## src/rtl/fp_multiplier_pipelined.sv

```systemverilog
// Three-stage pipelined IEEE-754 multiplier: unpack/classify, significand multiply,
// normalize/round-to-nearest-even/pack, with valid/ready handshake and status flags.
module fp_multiplier_pipelined #(
    parameter int E_WIDTH = 8,
    parameter int M_WIDTH = 23,
    parameter int D_WIDTH = 1 + E_WIDTH + M_WIDTH
) (
    input  logic               clk,
    input  logic               rst,
    input  logic               in_valid,
    output logic               in_ready,
    input  logic [D_WIDTH-1:0] floating1_in,
    input  logic [D_WIDTH-1:0] floating2_in,
    output logic               out_valid,
    input  logic               out_ready,
    output logic [D_WIDTH-1:0] floating_multiplication_out,
    output logic               flag_overflow,
    output logic               flag_underflow,
    output logic               flag_invalid,
    output logic               flag_inexact
);

    localparam int P_WIDTH = 2 * M_WIDTH + 2;
    localparam int S_WIDTH = M_WIDTH + 1;
    localparam int X_WIDTH = E_WIDTH + 2;

    localparam logic signed [X_WIDTH-1:0] BIAS      = {3'b000, {(E_WIDTH-1){1'b1}}};
    localparam logic signed [X_WIDTH-1:0] EXP_LIMIT = {2'b00, {E_WIDTH{1'b1}}};
    localparam logic signed [X_WIDTH-1:0] EXP_ZERO  = '0;
    localparam logic [E_WIDTH-1:0]        EXP_ONES  = '1;
    localparam logic [D_WIDTH-1:0]        QNAN      = {1'b0, EXP_ONES, 1'b1, {(M_WIDTH-1){1'b0}}};

    logic stall;
    assign stall    = out_valid & ~out_ready;
    assign in_ready = ~stall;

    logic               sign_a, sign_b;
    logic [E_WIDTH-1:0] exp_a, exp_b;
    logic [M_WIDTH-1:0] frac_a, frac_b;
    logic               zero_a, zero_b, inf_a, inf_b, nan_a, nan_b;
    logic signed [X_WIDTH-1:0] esum;

    assign sign_a = floating1_in[D_WIDTH-1];
    assign sign_b = floating2_in[D_WIDTH-1];
    assign exp_a  = floating1_in[D_WIDTH-2 -: E_WIDTH];
    assign exp_b  = floating2_in[D_WIDTH-2 -: E_WIDTH];
    assign frac_a = floating1_in[M_WIDTH-1:0];
    assign frac_b = floating2_in[M_WIDTH-1:0];

    // Denormal operands are flushed to zero, so exp==0 alone marks a zero.
    assign zero_a = (exp_a == '0);
    assign zero_b = (exp_b == '0);
    assign inf_a  = (exp_a == EXP_ONES) && (frac_a == '0);
    assign inf_b  = (exp_b == EXP_ONES) && (frac_b == '0);
    assign nan_a  = (exp_a == EXP_ONES) && (frac_a != '0);
    assign nan_b  = (exp_b == EXP_ONES) && (frac_b != '0);
    assign esum   = $signed({2'b00, exp_a}) + $signed({2'b00, exp_b}) - BIAS;

    logic                      s1_valid, s1_sign, s1_invalid, s1_inf, s1_zero;
    logic signed [X_WIDTH-1:0] s1_esum;
    logic [S_WIDTH-1:0]        s1_sig_a, s1_sig_b;

    always_ff @(posedge clk) begin
        if (rst) begin
            s1_valid   <= 1'b0;
            s1_sign    <= 1'b0;
            s1_invalid <= 1'b0;
            s1_inf     <= 1'b0;
            s1_zero    <= 1'b0;
            s1_esum    <= '0;
            s1_sig_a   <= '0;
            s1_sig_b   <= '0;
        end else if (!stall) begin
            s1_valid   <= in_valid;
            s1_sign    <= sign_a ^ sign_b;
            s1_invalid <= nan_a | nan_b | (inf_a & zero_b) | (zero_a & inf_b);
            s1_inf     <= inf_a | inf_b;
            s1_zero    <= zero_a | zero_b;
            s1_esum    <= esum;
            s1_sig_a   <= {1'b1, frac_a};
            s1_sig_b   <= {1'b1, frac_b};
        end
    end

    logic                      s2_valid, s2_sign, s2_invalid, s2_inf, s2_zero;
    logic signed [X_WIDTH-1:0] s2_esum;
    logic [P_WIDTH-1:0]        s2_prod;

    always_ff @(posedge clk) begin
        if (rst) begin
            s2_valid   <= 1'b0;
            s2_sign    <= 1'b0;
            s2_invalid <= 1'b0;
            s2_inf     <= 1'b0;
            s2_zero    <= 1'b0;
            s2_esum    <= '0;
            s2_prod    <= '0;
        end else if (!stall) begin
            s2_valid   <= s1_valid;
            s2_sign    <= s1_sign;
            s2_invalid <= s1_invalid;
            s2_inf     <= s1_inf;
            s2_zero    <= s1_zero;
            s2_esum    <= s1_esum;
            s2_prod    <= {{S_WIDTH{1'b0}}, s1_sig_a} * {{S_WIDTH{1'b0}}, s1_sig_b};
        end
    end

    logic [P_WIDTH-1:0]        p_norm;
    logic [M_WIDTH-1:0]        frac_t;
    logic [M_WIDTH:0]          frac_sum;
    logic                      guard, sticky, round_up;
    logic signed [X_WIDTH-1:0] exp_norm, exp_rnd;
    logic [D_WIDTH-1:0]        res_d;
    logic                      ovf_d, unf_d, inv_d, inx_d;

    // The product of two [1,2) significands lies in [1,4): at most one normalizing shift.
    always_comb begin
        p_norm   = s2_prod[P_WIDTH-1] ? s2_prod : (s2_prod << 1);
        frac_t   = p_norm[P_WIDTH-2 -: M_WIDTH];
        guard    = p_norm[M_WIDTH];
        sticky   = |p_norm[M_WIDTH-1:0];
        exp_norm = s2_esum + $signed({{(X_WIDTH-1){1'b0}}, s2_prod[P_WIDTH-1]});
        round_up = guard & (sticky | frac_t[0]);
        frac_sum = {1'b0, frac_t} + {{M_WIDTH{1'b0}}, round_up};
        exp_rnd  = exp_norm + $signed({{(X_WIDTH-1){1'b0}}, frac_sum[M_WIDTH]});
        res_d    = {s2_sign, exp_rnd[E_WIDTH-1:0], frac_sum[M_WIDTH-1:0]};
        ovf_d    = 1'b0;
        unf_d    = 1'b0;
        inv_d    = 1'b0;
        inx_d    = guard | sticky;
        if (s2_invalid) begin
            res_d = QNAN;
            inv_d = 1'b1;
            inx_d = 1'b0;
        end else if (s2_inf) begin
            res_d = {s2_sign, EXP_ONES, {M_WIDTH{1'b0}}};
            inx_d = 1'b0;
        end else if (s2_zero) begin
            res_d = {s2_sign, {(D_WIDTH-1){1'b0}}};
            inx_d = 1'b0;
        end else if (exp_rnd >= EXP_LIMIT) begin
            res_d = {s2_sign, EXP_ONES, {M_WIDTH{1'b0}}};
            ovf_d = 1'b1;
            inx_d = 1'b1;
        end else if (exp_rnd <= EXP_ZERO) begin
            res_d = {s2_sign, {(D_WIDTH-1){1'b0}}};
            unf_d = 1'b1;
            inx_d = 1'b1;
        end
    end

    always_ff @(posedge clk) begin
        if (rst) begin
            out_valid                   <= 1'b0;
            floating_multiplication_out <= '0;
            flag_overflow               <= 1'b0;
            flag_underflow              <= 1'b0;
            flag_invalid                <= 1'b0;
            flag_inexact                <= 1'b0;
        end else if (!stall) begin
            out_valid                   <= s2_valid;
            floating_multiplication_out <= res_d;
            flag_overflow               <= ovf_d;
            flag_underflow              <= unf_d;
            flag_invalid                <= inv_d;
            flag_inexact                <= inx_d;
        end
    end

endmodule

```

## config.mk

```make
export PLATFORM = sky130hd
export DESIGN_NAME = fp_multiplier_pipelined
export DESIGN_NICKNAME = d
export VERILOG_FILES = /design/src/rtl/fp_multiplier_pipelined.sv
export SDC_FILE = /design/constraint.sdc
export NUM_CORES = 2
export LEC_CHECK = 0
export BUFFER_PORTS_ARGS = -buffer_cell sky130_fd_sc_hd__buf_2
export CORE_AREA = 2 2 261 263
export DETAILED_ROUTE_END_ITERATION = 16
export DIE_AREA = 0 0 263 265
export GPL_TIMING_DRIVEN = 0
export SETUP_SLACK_MARGIN = 0.3
export SLEW_MARGIN = 30
export SYNTH_ARGS = -nofsm -noshare
export SYNTH_HDL_FRONTEND = slang
export SYNTH_SLANG_ARGS = --single-unit
```

## constraint.sdc

```tcl
create_clock -name clk -period 14.3 [get_ports clk]
set_input_delay 0.715 -clock clk [delete_from_list [all_inputs] [get_ports clk]]
set_output_delay 0.715 -clock clk [all_outputs]
set_load 0.02 [all_outputs]
```

==> metrics.yaml <==
sta:
  clock.fmax_mhz: 119
  hold_violations: 0
  tns_ps: 0
  maxSlewHeadroom: 0.302
  fin_crit_sh: 0.586
  post-route-min-period_ps: 8380
  worst_pin_slew_ps: 1050
  worst_hold_slack_ps: 455
  skew_ps: 14.4
  rsz0062_at_grt: "false"
  finalMaxSlewViolations: 0
  setup_viol: 0
global_route:
  grt_max_degree: 20
  grt_usage: 0.266
  grt_pass1_vias: 22705
  grt_pass1_wl_mm: 140
  grt_antenna_before_repair: 1
  grt.overflow.total: 0
floorplan:
  die_h_um: 265
  dieWidth_um: 263
  rows: 95
  die-area_um2: 69700
  pin_count: 106
  start_util: 0.398
  coreArea_um2: 66800
placement:
  postPlaceCellArea_um2: 28200
  place_inst: 4111
  place.gp.congestion: 0.973
  portBuffers: 104
  dpl.hpwl_mm: 74.8
yosys:
  syn_area_per_cell_um2: 8.48
  yosys_warnings: 0
  synthArstFlopShare: 0
  postSynthCellCount: 3133
  syn_nets: 3877
  synth-edff-count: 0
  synth_top_flop_cell: "dfxtp_1"
  synth-seq-cells: 162
  syn-cell-area_um2: 26600
  yosysUniqueCellTypes: 71
  synth_seq_area_share: 0.122
final_layout:
  fin_nets: 4001
  stdcell_count: 4144
  areaGrowthSynthToFinish_pct: 8.50
  post-route-cell-area_um2: 28800
  final_cell_mix: "580 x inv_1, 556 x nand2_1, 484 x fa_1"
  final_common_cell: "inv_1"
  drive_gt1_frac: 0.0498
route:
  drcViolationCount: 0
  ant_nets: 0
  routedWlPerCell_um: 21.8
  vias_per_cell: 5.31
  drt-pass1-iter-count: 6
  drt_iter0_markers: 1758
  routed_wl_mm: 90.2
  vias: 22014
critical_path:
  worstSetupEndpointType: "register"
  path_max_fanout: 10
  path_class: "reg2reg"
  crit_arrival_ps: 8690
  crit_required_ps: 14620
  crit_path_start_kind: "register"
pwr:
  pwr_density_cell_nw_per_um2: 115
  ir_worst_vdd_v: 0.000142
  leakage_nw: 13.8
clocking:
  cts_buffers: 17
  insertion_delay_ps: 470
  cts_tree: "built"
  ctsResizeCount: 0
  cts.sinks: 162
  ctsHoldBuffers: 0
  clock_path_buffers: 2
  cts_root_buf: "clkbuf_16"
  h-tree-depth: 4
  cts_setup_buffers: 0
  clk_pin_slew_worst_paths_ps: 80
outcome:
  status: "complete, no violations"
min_path:
  min_path_type: "reg2reg"
run:
  cap_violations: 0
==> critical path: stages, from the launching register on <==
cell	delay [ps]
dfxtp_1	310
clkbuf_1	700
clkbuf_1	740
nand2_1	180
fa_1	580
inv_1	60
fa_1	490
fa_1	480
fa_1	600
fa_1	530
fa_1	530
inv_1	60
fa_1	500
inv_1	50
ha_1	260
clkbuf_1	260
and3_1	270
nand4_1	160
a2111oi_0	770
nor2b_1	190
o21a_1	260
mux2i_1	160
o311ai_1	110
==> cells in the mapped netlist (10+ instances only) <==
master | n | area, um2
o211ai_1 | 10 | 75.1
fa_1 | 484 | 9690
a21oi_1 | 162 | 811
and2_1 | 289 | 1810
xor2_1 | 16 | 140
nor2b_1 | 13 | 81.3
a211oi_1 | 16 | 120
clkbuf_1 | 170 | 638
a21o_1 | 37 | 278
o21ai_0 | 44 | 220
nand2b_1 | 14 | 87.6
nor2_1 | 66 | 248
inv_1 | 580 | 2180
nand3_1 | 23 | 115
nor3_1 | 16 | 80.1
xnor2_1 | 38 | 333
nor4_1 | 23 | 144
nand4_1 | 31 | 194
o21bai_1 | 12 | 90.1
nand2_1 | 556 | 2090
dfxtp_1 | 162 | 3240
a32o_1 | 12 | 120
a31oi_1 | 14 | 87.6
a311oi_1 | 12 | 105
ha_1 | 192 | 2400
a22o_1 | 14 | 123
==> where the power goes <==
part	internal [W]	total, W	switching (W)
Combinational	0.000812	0.00220	0.00139
Sequential	0.000527	0.000610	0.0000834
Clock	0.000256	0.000508	0.000252
Total	0.00159	0.00332	0.00172
==> worst paths after layout <==
| check | from | to | slack (ps) | cells after the start |
|---|---|---|---|---|
| worst max-delay path | s1_sig_b[15] | s2_prod[44] | 5920 | 22 |
| worst min-delay path | s2_prod[3] | s2_prod[3] | 450 | 2 |
| worst max register to register | s1_sig_b[15] | s2_prod[44] | 5920 | 22 |
| worst min register to register | s2_prod[3] | s2_prod[3] | 450 | 2 |
==> layout make-up <==
type                            instances  area (um2)
Antenna cell                            1        2.50
Buffer                                184         718
Clock buffer                           17         425
Clock inverter                         15         196
Fill cell                            6887       38000
Inverter                              580        2180
Multi-Input combinational cell       2207       20400
Sequential cell                       162        3240
Tap cell                              873        1090
Timing Repair Buffer                  105         528
==> sequential cells by signal (all words and copies together) (netlist names), 10 cells and up <==
signal	count
floating_multiplication_out	32
s2_prod	48
s1_sig_b	23
s1_esum	10
s2_esum	10
s1_sig_a	24
==> cell families after synthesis <==
kind of cell / after synthesis / share of synthesized area
muxes: 9 / 0.00349
DFF: 162 / 0.122
AOI/OAI and AO/OA: 402 / 0.0994
adders and majority gates: 676 / 0.455
and+or+nand+nor: 1065 / 0.192
xor gates and xnor gates: 55 / 0.0184
buffers and inverters: 764 / 0.109
==> metal layers <==
layer / wire length, um / vias up / track usage / part of all wire
met5: 0 / - / 0 / 0
met4: 2690 / 0 / 0.0741 / 0.030
met3: 8910 / 122 / 0.0672 / 0.099
met2: 40500 / 922 / 0.425 / 0.45
met1: 38100 / 11038 / 0.359 / 0.42
li1: - / 9932 / - / -
==> metrics by stage <==
stage	power, W	utilization	setup WS [ps]
final	0.00332	0.431	5920
after global routing	0.00361	0.431	5510
after CTS	0.00331	0.431	6010
after detailed placement	0.00278	0.422	6050
after global placement	0.00279	0.422	6100
after floorplan	0.00209	-	7720
Power figures use the tool's default switching activity.
